===== src/rtl/wb_exc_commit_pkg.sv =====
// wb_exc_commit_pkg: shared constants, csr_ctrl layout and FSM encoding for the WB commit unit
package wb_exc_commit_pkg;
   localparam int WB2CSR_LEN   = 81;
   localparam int CSR_CTRL_LEN = 80;
   localparam logic [5:0] ECODE_INT = 6'h0;
   localparam logic [5:0] ECODE_ADE = 6'h8;
   localparam logic [5:0] ECODE_ALE = 6'h9;
   localparam logic [5:0] ECODE_SYS = 6'hB;
   localparam logic [5:0] ECODE_BRK = 6'hC;
   localparam logic [5:0] ECODE_INE = 6'hD;
   localparam logic [8:0] ESUBCODE_ADEF = 9'h0;
   // csr_ctrl = {csr_num[13:0], re, we, wvalue[31:0], wmask[31:0]}
   localparam int CSR_NUM_LSB    = 66;
   localparam int CSR_RE_BIT     = 65;
   localparam int CSR_WE_BIT     = 64;
   localparam int CSR_WVALUE_LSB = 32;
   localparam int CSR_WMASK_LSB  = 0;
   // in_exc = {adef, ine, sys, brk, ale}
   localparam int EXC_ADEF = 4;
   localparam int EXC_INE  = 3;
   localparam int EXC_SYS  = 2;
   localparam int EXC_BRK  = 1;
   localparam int EXC_ALE  = 0;
   typedef enum logic {S_RUN = 1'b0, S_FLUSH_WAIT = 1'b1} state_t;
endpackage


===== src/rtl/wb_exc_commit_exc_prio_enc.sv =====
// exc_prio_enc: picks the highest-priority cause among the interrupt and upstream exception flags
module exc_prio_enc
   import wb_exc_commit_pkg::*;
(
   input  logic       has_int,
   input  logic [4:0] exc_flags,
   output logic       exc,
   output logic [5:0] ecode,
   output logic [8:0] esubcode
);
   always_comb begin
      exc      = has_int | (|exc_flags);
      ecode    = has_int                ? ECODE_INT :
                 exc_flags[EXC_ADEF]    ? ECODE_ADE :
                 exc_flags[EXC_INE]     ? ECODE_INE :
                 exc_flags[EXC_SYS]     ? ECODE_SYS :
                 exc_flags[EXC_BRK]     ? ECODE_BRK :
                 exc_flags[EXC_ALE]     ? ECODE_ALE : 6'h0;
      esubcode = (!has_int && exc_flags[EXC_ADEF]) ? ESUBCODE_ADEF : 9'h0;
   end
endmodule


===== src/rtl/wb_exc_commit.sv =====
// wb_exc_commit: WB-stage commit, exception/ERTN event generation and front-end redirect handshake.
// Optional debug trace ports are enabled by defining WB_DEBUG_TRACE_EN.
module wb_exc_commit
   import wb_exc_commit_pkg::*;
(
   input  logic                    clk,
   input  logic                    reset,
   input  logic                    in_valid,
   output logic                    in_ready,
   input  logic [31:0]             in_pc,
   input  logic [4:0]              in_exc,
   input  logic [31:0]             in_vaddr,
   input  logic                    in_ertn,
   input  logic [CSR_CTRL_LEN-1:0] in_csr,
   input  logic                    in_rf_we,
   input  logic [4:0]              in_rf_waddr,
   input  logic [31:0]             in_rf_wdata,
   input  logic                    has_int,
   input  logic [31:0]             csr_rvalue,
   input  logic [31:0]             ex_entry,
   input  logic [31:0]             era_pc,
   output logic [CSR_CTRL_LEN-1:0] csr_ctrl,
   output logic                    csr_valid,
   output logic [WB2CSR_LEN-1:0]   csr_in_bus,
   output logic                    rf_we,
   output logic [4:0]              rf_waddr,
   output logic [31:0]             rf_wdata,
   output logic                    flush,
   output logic [31:0]             flush_target,
   input  logic                    flush_ack
`ifdef WB_DEBUG_TRACE_EN
   ,
   output logic [31:0]             debug_wb_pc,
   output logic [3:0]              debug_wb_rf_we,
   output logic [4:0]              debug_wb_rf_wnum,
   output logic [31:0]             debug_wb_rf_wdata
`endif
);
   state_t                  state;
   logic                    wb_valid, wb_ertn, wb_rf_we;
   logic [31:0]             wb_pc, wb_vaddr, wb_wdata;
   logic [4:0]              wb_exc, wb_waddr;
   logic [CSR_CTRL_LEN-1:0] wb_csr;
   logic                    vld, enc_exc, exc, ertn_flush;
   logic [5:0]              ecode;
   logic [8:0]              esubcode;

   exc_prio_enc u_enc (
      .has_int  (has_int && vld),
      .exc_flags(wb_exc),
      .exc      (enc_exc),
      .ecode    (ecode),
      .esubcode (esubcode)
   );

   // outputs are forced quiet while reset is held, even if a stale entry sits in WB
   always_comb begin
      vld        = wb_valid && !reset;
      exc        = vld && enc_exc;
      ertn_flush = vld && wb_ertn && !exc;
      in_ready   = 1'b1;
      csr_valid  = vld && !exc;
      csr_ctrl   = csr_valid ? wb_csr : '0;
      csr_in_bus = {ertn_flush, exc, exc ? ecode : 6'h0, exc ? esubcode : 9'h0,
                    exc ? wb_pc : 32'h0, (exc && ecode == ECODE_ALE) ? wb_vaddr : 32'h0};
      rf_we      = vld && wb_rf_we && !exc;
      rf_waddr   = wb_waddr;
      rf_wdata   = wb_csr[CSR_RE_BIT] ? csr_rvalue : wb_wdata;
   end

`ifdef WB_DEBUG_TRACE_EN
   always_comb begin
      debug_wb_pc       = vld ? wb_pc : 32'h0;
      debug_wb_rf_we    = {4{rf_we}};
      debug_wb_rf_wnum  = vld ? wb_waddr : 5'h0;
      debug_wb_rf_wdata = vld ? rf_wdata : 32'h0;
   end
`endif

   always_ff @(posedge clk) begin
      if (in_valid) begin
         wb_pc    <= in_pc;
         wb_exc   <= in_exc;
         wb_vaddr <= in_vaddr;
         wb_ertn  <= in_ertn;
         wb_csr   <= in_csr;
         wb_rf_we <= in_rf_we;
         wb_waddr <= in_rf_waddr;
         wb_wdata <= in_rf_wdata;
      end
   end

   // anything arriving in the event cycle or while a redirect is pending is younger than the flush
   always_ff @(posedge clk) begin
      if (reset) begin
         wb_valid     <= 1'b0;
         state        <= S_RUN;
         flush        <= 1'b0;
         flush_target <= 32'h0;
      end else begin
         wb_valid <= in_valid && in_ready && state == S_RUN && !(exc || ertn_flush);
         if (state == S_RUN && (exc || ertn_flush)) begin
            state        <= S_FLUSH_WAIT;
            flush        <= 1'b1;
            flush_target <= exc ? ex_entry : era_pc;
         end else if (state == S_FLUSH_WAIT && flush_ack) begin
            state <= S_RUN;
            flush <= 1'b0;
         end
      end
   end
endmodule


===== config.mk =====
export PLATFORM = sky130hd
export DESIGN_NAME = wb_exc_commit
export DESIGN_NICKNAME = d
export VERILOG_FILES = /design/src/rtl/wb_exc_commit_pkg.sv /design/src/rtl/wb_exc_commit_exc_prio_enc.sv /design/src/rtl/wb_exc_commit.sv
export SDC_FILE = /design/constraint.sdc
export NUM_CORES = 1
export LEC_CHECK = 0
export ABC_AREA = 1
export CAP_MARGIN = 20
export CORE_AREA = 2 2 201 203
export CTS_CLUSTER_DIAMETER = 60
export DETAILED_ROUTE_END_ITERATION = 7
export DIE_AREA = 0 0 203 205
export GPL_TIMING_DRIVEN = 0
export PLACE_DENSITY = 0.66
export REMOVE_ABC_BUFFERS = 1
export SLEW_MARGIN = 20
export SYNTH_ARGS = -nofsm -noshare
export SYNTH_HDL_FRONTEND = slang
export SYNTH_HIERARCHICAL = 1
export SYNTH_SLANG_ARGS = --single-unit

===== constraint.sdc =====
create_clock -name clk -period 2 [get_ports clk]
set_clock_uncertainty 0.05 [all_clocks]
set_input_delay 0.4 -clock clk [delete_from_list [all_inputs] [get_ports clk]]
set_output_delay 0.4 -clock clk [all_outputs]
set_load 0.01 [all_outputs]

# Word-level counts from Yosys, hierarchy flattened
# Cells that the tools add are included.
# totals
register_bits	222
in_bits	289
out_inout_bits	234
word_cells	47
# classes
n_eq_ne	1
muxes	14
bitwise_logic	2
reduce_logical	19
# ops
operator	n
2-to-1 mux 32 bit	4
2-to-1 mux 80 bit	1
2-to-1 mux 6 bit	6
logical AND 1 bit	13
equality test 6 x 4 -> 1 bit, second input constant	1
OR reduction 5 bit	1
2-to-1 mux 4 bit	1
logical NOT 1 bit	3
2-to-1 mux 1 bit	2
nonzero test 2 bit	1
logical OR 1 bit	1
inverter 1 bit	1
bitwise OR 1 bit	1

# Logic depth before layout (Yosys ltp)
# Gate-level depths: netlist (run 1).
# depth
ltp_word	10
mapped_depth	16
depth_no_buf	12

# Cells and area by module
# Netlist (run 1), hierarchy kept.
# modules_own_cells
mod	n_inst	cells_per_inst	area_each_um2	seq_area_each_um2
wb_exc_commit	1	969	9391.5	6326.1
exc_prio_enc	1	28	156.4	0.0

# Worst setup path after synthesis (run 1)
# No wires, ideal clock.
# synth_path
path_type	register to output
from	reg wb_valid
to	out csr_in_bus[10]
arrival_ns	1.793
required_time_ns	1.550
setup_slack_ns	-0.243
path_stages_with_launch	14
n_path_buf	3
cell_sequence	dfxtp_1 buf_4 inv_2 nor2_4 inv_1 nor2_1 inv_1 nand4_1 buf_4 nand3_4 nor2_2 nand3_1 buf_2 nor2_1
# synth_between
elab_chain_cells	6
word_cells_on_any_way	8
classes_between	eq/ne: 1; mux: 2; bitwise: 1; reduce/logical: 4
# synth_lines
element	line_no	source
start, declared	wb_exc_commit.sv:40	logic wb_valid, wb_ertn, wb_rf_we;
start signal, assigned	wb_exc_commit.sv:101	wb_valid <= in_valid && in_ready && state == S_RUN && !(exc || ertn_flush);
logical AND 1 bit	wb_exc_commit.sv:58	vld = wb_valid && !reset;
logical AND 1 bit	wb_exc_commit.sv:49	.has_int (has_int && vld),
bitwise OR 1 bit	wb_exc_commit_exc_prio_enc.sv:12	exc = has_int | (|exc_flags);
net enc_exc	wb_exc_commit.sv:44	logic vld, enc_exc, exc, ertn_flush;
logical AND 1 bit	wb_exc_commit.sv:59	exc = vld && enc_exc;
logical AND 1 bit	wb_exc_commit.sv:65	exc ? wb_pc : 32'h0, (exc && ecode == ECODE_ALE) ? wb_vaddr : 32'h0};
2-to-1 mux 32 bit	wb_exc_commit.sv:65	
end, declared	wb_exc_commit.sv:24	output logic [WB2CSR_LEN-1:0] csr_in_bus,
# The timed path passes the listed nets, and every way through them passes these cells.

# Final worst setup path (run 1)
# layout_path
from	reg wb_valid
to	out csr_in_bus[21]
# The elaborated chain is that of the path after synthesis.

==> results of run 1 <==
flip-flops by register name (all words and copies together) (netlist names):
name and count:
flush_target 32, wb_exc 5, wb_valid 1, wb_pc 32, wb_ertn 1, wb_vaddr 32
wb_csr 80, rf_waddr 5, wb_rf_we 1, wb_wdata 32, flush 1
cell usage in the layout (no fill, tap or decap), drive strengths merged, types with 12 or more instances in the layout:
cell type and n:
buf 224, clkbuf 40, clkdlybuf4s50 354, conb 12
dfxtp 34, edfxtp 188, inv 210, nand2 229
nand3 15, nand4 33, nor2 232
stage by stage:
step / util / worst slack (ns) / setup TNS, ns
after detailed placement: 0.3820 / -3.622 / -441.04
final: 0.4340 / -1.113 / -185.49
after CTS: 0.4270 / -1.270 / -203.18
after global routing: 0.4339 / -1.372 / -228.38
after floorplan: - / -2.508 / -300.16
after global placement: 0.3795 / -5.796 / -1816.96
area by class of cell:
class / count / area share
antenna: 1 / 0.0001465
clock buffer: 35 / 0.04380
clock inverter: 16 / 0.006299
inverter: 205 / 0.04585
multi-input combinational: 528 / 0.1553
sequential: 222 / 0.3705
tap: 525 / 0.03845
timing repair buffer: 598 / 0.3392
timing repair inverter: 1 / 0.0004394
power by group through the flow:
stage	sequential, mW	clock, mW	combinational (mW)
after detailed placement	5.63	0	1.48
after global placement	5.68	0	1.45
final	5.51	4.73	1.76
after floorplan	5.61	0	0.406
after global routing	5.54	5.05	1.91
after CTS	5.51	4.89	1.72
worst max-delay path by stage:
stage                   from             end  slack, ns  cells past startpoint
floorplan           wb_valid   csr_in_bus[0]      -2.51                     10
global placement    in_valid       wb_pc[21]      -5.80                      1
detailed placement     reset  csr_in_bus[17]      -3.62                     12
CTS                 wb_valid   csr_in_bus[2]      -1.27                     15
global route        wb_valid  csr_in_bus[21]      -1.37                     15
finish              wb_valid  csr_in_bus[21]      -1.11                     15
cell families (layout without fill, tap and decap cells):
group	after synthesis	after routing	share of synthesized area
AO/OA/AOI/OAI	4	4	0.002097
buffers and inverters	267	855	0.1234
flip-flops	222	222	0.6626
other	2	13	0.0007866
AND/OR/NAND/NOR	502	512	0.2111
critical path, delay by kind of cell (launching register included):
family / cells / cell delay (ns)
flip-flops: 1 / 0.34
AND/OR/NAND/NOR: 7 / 0.92
buffers and inverters: 8 / 0.84
per-layer routing:
layer,track usage,vias to the layer above,share of wire
li1,-,4226,-
met1,0.1894,4006,0.39
met2,0.2906,385,0.49
met3,0.04486,59,0.081
met4,0.06491,0,0.032
met5,0,-,0
what timing repair did:
action,CTS,global route
endpoints found under the setup margin,218,217
gates resized for setup,686,157
cloned,14,1
buffers inserted,68,15
pin swaps,44,22
==> impl_results.md, run 1 <==
- Via count: 8676
- Placed cells: 1984
- Top-level port count: 523
- Largest net degree at the start of global routing: 96
- Leakage power: 7.678 nW
- Main synth FF type: edfxtp_1
- Net Sw Frac: 0.2451
- R2r endpoint: flush_target[18]
- Die Span Y: 205 µm
- Global route overflow: 0
- Crit-path slowest cell: dfxtp_4
- Worst slew pin tran: 1.019 ns
- Reg power frac: 0.459
- Root buf cell: clkbuf_16
- Post-synthesis cell type count: 21
- Longest Clk Path Bufs: 3
- Worst-Skew Late Latency: 0.55 ns
- Outcome: finished, violations left
- Syn. warnings: 6
- CP Class: flop to output port
- Fmax: 321.2 MHz
- Comb pwr share: 0.147
- Core Region: 0.03937 mm²
- Clock transition at the registers of the reported paths: 0.06 ns
- Total chip power: 12.00 mW
- Die area: 0.04162 mm²
- Sw power: 2.942 mW
- Cell taking the most area after synthesis: edfxtp_1
- Die Span X: 203 µm
- DP Area: 0.01504 mm²
- Initial Util: 0.2425
- Failing checks: setup timing
- Register-to-Register Path Depth: 16
- FILL cells: 3732
- Vias/cell: 4.071
- Fin crit share: 1.557
- DR WL/cell: 16.92 µm
- Rel. slew slack: 0.3196
- First-pass GRT wire length: 51600 µm
- Final setup margin: -1.113 ns
- Critical path arrival: 2.66 ns
- CTS tree: yes
- Max Slew Vio Count: 0
- Post-Syn Area per Cell: 9.577 µm²
- Count of final setup violators: 217
- R2r setup slk: -0.91 ns
- Detailed-route wire length: 36050 µm
- Clock power share: 0.394
- I/O Buffers: 510
- Pre-Repair DR Iteration Count: 4
- Antenna violations before repair: 1
- Finished layout cell area: 0.01708 mm²
- Hold Crit Class: primary input to flop
- Seq/Total Area, Yosys: 0.6626
- Asr flop ratio synth: 0
- Number of flops mapped to enable cells by yosys: 188
- Detail Route Antenna Nets: 0
- Hold Fails Final Rpt: 0
- Worst EP required: 1.55 ns
- Worst hold endpoint: flush
- Reg area: 0.006330 mm²
- Area delta synth->final: 78.93%
- FF-to-FF Start: wb_valid
- CP max stage delay: 0.34 ns
- Int Power: 9.061 mW
- Nets: 1874
- Max VDD drop: 0.6003 mV
- Max Cap Viol: 0
- Iter 0 DRT Violations: 456
- Count leader, synth: nand2_1
- DP HPWL: 22080 µm
- Fin cells: 2131
- Post-synth top area share: 0.5913
- Gpl congestion: 0.8616
- Synth Instances: 997
- Final min period: 3.113 ns
- DRC viols: 0
- Hold Slack: 0.2339 ns
- Power per standard cell area: 702.6 mW/mm²
- Row count: 73
- Cell count of the worst hold path: 2
- Sink Count: 222
- Seq cells post-synth: 222
- Hold Crit Start: reset
- Share of post-route cells with drive strength above 1: 0.2355
- Synth top cells by count: nand2_1, nor2_1, inv_1, edfxtp_1, dfxtp_1
- Synth Cell Area: 0.009548 mm²
- Sequence of cells on the critical path: inv_2, nor2_4, inv_2, nor2_2, inv_2, nand4_1, buf_12, buf_16, nand3_4, nor2_4, buf_6, nand3_4, buf_12, nor2_4, buf_6
- CTS Hold Bufs: 0
- Area of the multi-input gates: 0.002653 mm²
- Total track usage: 0.1647
- RSZ-0062 raised after global routing: yes
- Startpoint Class: flop
- Vias in the first global route: 8894
- Htree depth: 1
- Total clock buffers created by CTS: 29
- CP endpoint kind: output port
- Largest cells by area after synthesis: edfxtp_1, nand2_1, nor2_1, inv_1, dfxtp_1
- CP Max Fanout: 7
(Power assumes the default switching activity.)
==> inputs of run 2 (changes only) <==
CAP_MARGIN = unset   (was 20)
==> results of run 2 <==
No change in the layout: final DEF, timing and power equal those of run 1.
==> inputs of run 3 (changes only) <==
HOLD_SLACK_MARGIN = 0.06   (was unset)
SKIP_CTS_REPAIR_TIMING = 1   (was unset)
==> run 3 against run 2 <==
The run still ends with setup timing left. Register-to-register slack improved by 0.41 ns. Critical path depth unchanged. Fmax is 9.2% lower. Utilization up 2.6 points. Count of clock-buffer cells in the layout unchanged. Non-clock buffer count grew 46. Clock power about the same. Total power rose by 0.74%. Sequential share of layout area decreased by 2.1 points. Combinational power grew 3%. Routed wire length grew 8.1%. First-iteration DRC count decreased by 5.7%. Highest routed layer unchanged.
==> impl_results.md, run 3 (synthesis results as in run 1) <==
- Worst EP required: 1.55 ns
- CP Class: flop to output port
- Leakage power: 8.102 nW
- M1 GR Usage: 0.1525
- Hold Crit Class: primary input to flop
- CTS tree: yes
- Worst slew pin tran: 0.8842 ns
- Placed cells: 1984
- Hold Fails Final Rpt: 0
- DR WL/cell: 17.85 µm
- Final setup margin: -1.427 ns
- Crit-path most repeated cell: inv_2
- Max Cap Viol: 0
- RSZ-0062 raised after global routing: yes
- Failing checks: setup timing
- Fin crit share: 1.714
- Die Span Y: 205 µm
- Register-to-Register Path Depth: 14
- Max Slew Vio Count: 0
- Fin cells: 2184
- Worst hold endpoint: flush
- Finished layout cell area: 0.01809 mm²
- Outcome: finished, violations left
- Detail Route Antenna Nets: 0
- Crit-path slowest cell: dfxtp_4
- FF-to-FF Start: wb_valid
- Fmax: 291.8 MHz
- Most common cell after layout, fill and taps aside: clkdlybuf4s50_1
- Most Crowded Layer GR: met2
- Buf/Inv on CP: 8
- Htree depth: 1
- Post-route setup TNS: -205.55 ns
- Total chip power: 12.09 mW
- Sink Count: 222
- Gpl congestion: 0.8616
- Total track usage: 0.1374
- Root buf cell: clkbuf_16
- Met2 GRT Util: 0.2412
- Core Region: 0.03937 mm²
- Global route overflow: 0
- CP Max Fanout: 8
- Top-level port count: 523
- Power per standard cell area: 668.3 mW/mm²
- Largest net degree at the start of global routing: 96
- Detailed-route wire length: 38980 µm
- CP endpoint kind: output port
- Utilization after layout: 0.4597
- First-pass GRT wire length: 44330 µm
- R2r endpoint: flush_target[11]
- Leading cell types in the layout, fill and taps excluded: clkdlybuf4s50_1, nand2_1, inv_1
- Vias in the first global route: 8113
- Worst-Skew Late Latency: 0.55 ns
- Largest Register: wb_csr
- Pre-Repair DR Iteration Count: 5
- R2r setup slk: -0.50 ns
- Vias/cell: 4.151
- Sequence of cells on the critical path: inv_2, nor2_4, inv_2, nor2_2, inv_2, nand4_1, buf_12, buf_16, nand3_4, nor2_4, buf_12, nand3_4, buf_4, nor2_2, clkbuf_2
- Cell count of the worst hold path: 2
- DP HPWL: 22080 µm
- Hold Slack: 0.1259 ns
- CP delay by family, top: simple AND/OR/NAND/NOR gates
- Iter 0 DRT Violations: 430
- Startpoint Class: flop
- Count of final setup violators: 215
- Critical path arrival: 2.98 ns
- Final min period: 3.427 ns
- Max FFs per register: 80
- GR Util met3: 0.04534
- DP Area: 0.01504 mm²
- Row count: 73
- Initial Util: 0.2425
- Total clock buffers created by CTS: 29
- Pre-CTS WS: -3.622 ns
- DRC viols: 0
- Longest Clk Path Bufs: 3
- Max VDD drop: 0.6091 mV
- Antenna violations before repair: 1
- I/O Buffers: 510
- Hold Crit Start: reset
- Die Span X: 203 µm
- Via count: 9065
- CP max stage delay: 0.37 ns
- Area delta synth->final: 89.52%
- Clock transition at the registers of the reported paths: 0.06 ns
- Share of post-route cells with drive strength above 1: 0.2805
- Die area: 0.04162 mm²
- Nets: 1927
- Rel. slew slack: 0.4105
run 3: cell count changes in the layout (fill, tap and decap cells not counted), moves of 8 or more:
cell / change
nor2_1: -32
buf_2: -52
nand2_1: -10
nor2_4: +26
clkbuf_16: +8
clkdlybuf4s15_2: -11
nand2_2: +8
buf_4: +17
clkbuf_2: +34
buf_6: +43
run 3: worst max-delay path by stage:
stage | from | end | slack (ns) | depth (start not counted)
detailed placement | reset | csr_in_bus[17] | -3.62 | 12
global placement | in_valid | wb_pc[21] | -5.80 | 1
floorplan | wb_valid | csr_in_bus[0] | -2.51 | 10
global route | wb_valid | csr_in_bus[7] | -1.67 | 15
finish | wb_valid | csr_in_bus[7] | -1.43 | 15
CTS | wb_valid | csr_in_bus[17] | -4.18 | 12
run 3: cell type report:
class / count / area, µm²
fillers: 3572 / 21270
repair buffers: 644 / 6445
flip-flops and latches: 222 / 6330
multi-input cells: 533 / 2970
inverters: 205 / 800.8
clock buffers: 35 / 748.2
well taps: 525 / 656.9
clock inverters: 16 / 107.6
repair inverters: 3 / 33.78
diodes: 1 / 2.502
run 3: metal layers:
layer | wire (µm) | vias up
met5 | 0 | -
met4 | 1071 | 0
met3 | 3101 | 64
met2 | 19810 | 401
met1 | 15000 | 4257
li1 | - | 4343
run 3: power breakdown:
part	switching, mW	leakage, nW	internal (mW)
Clock	2.08	0.427	2.69
Sequential	0.122	2.12	5.40
Combinational	0.829	5.56	0.977
Total	3.03	8.10	9.07
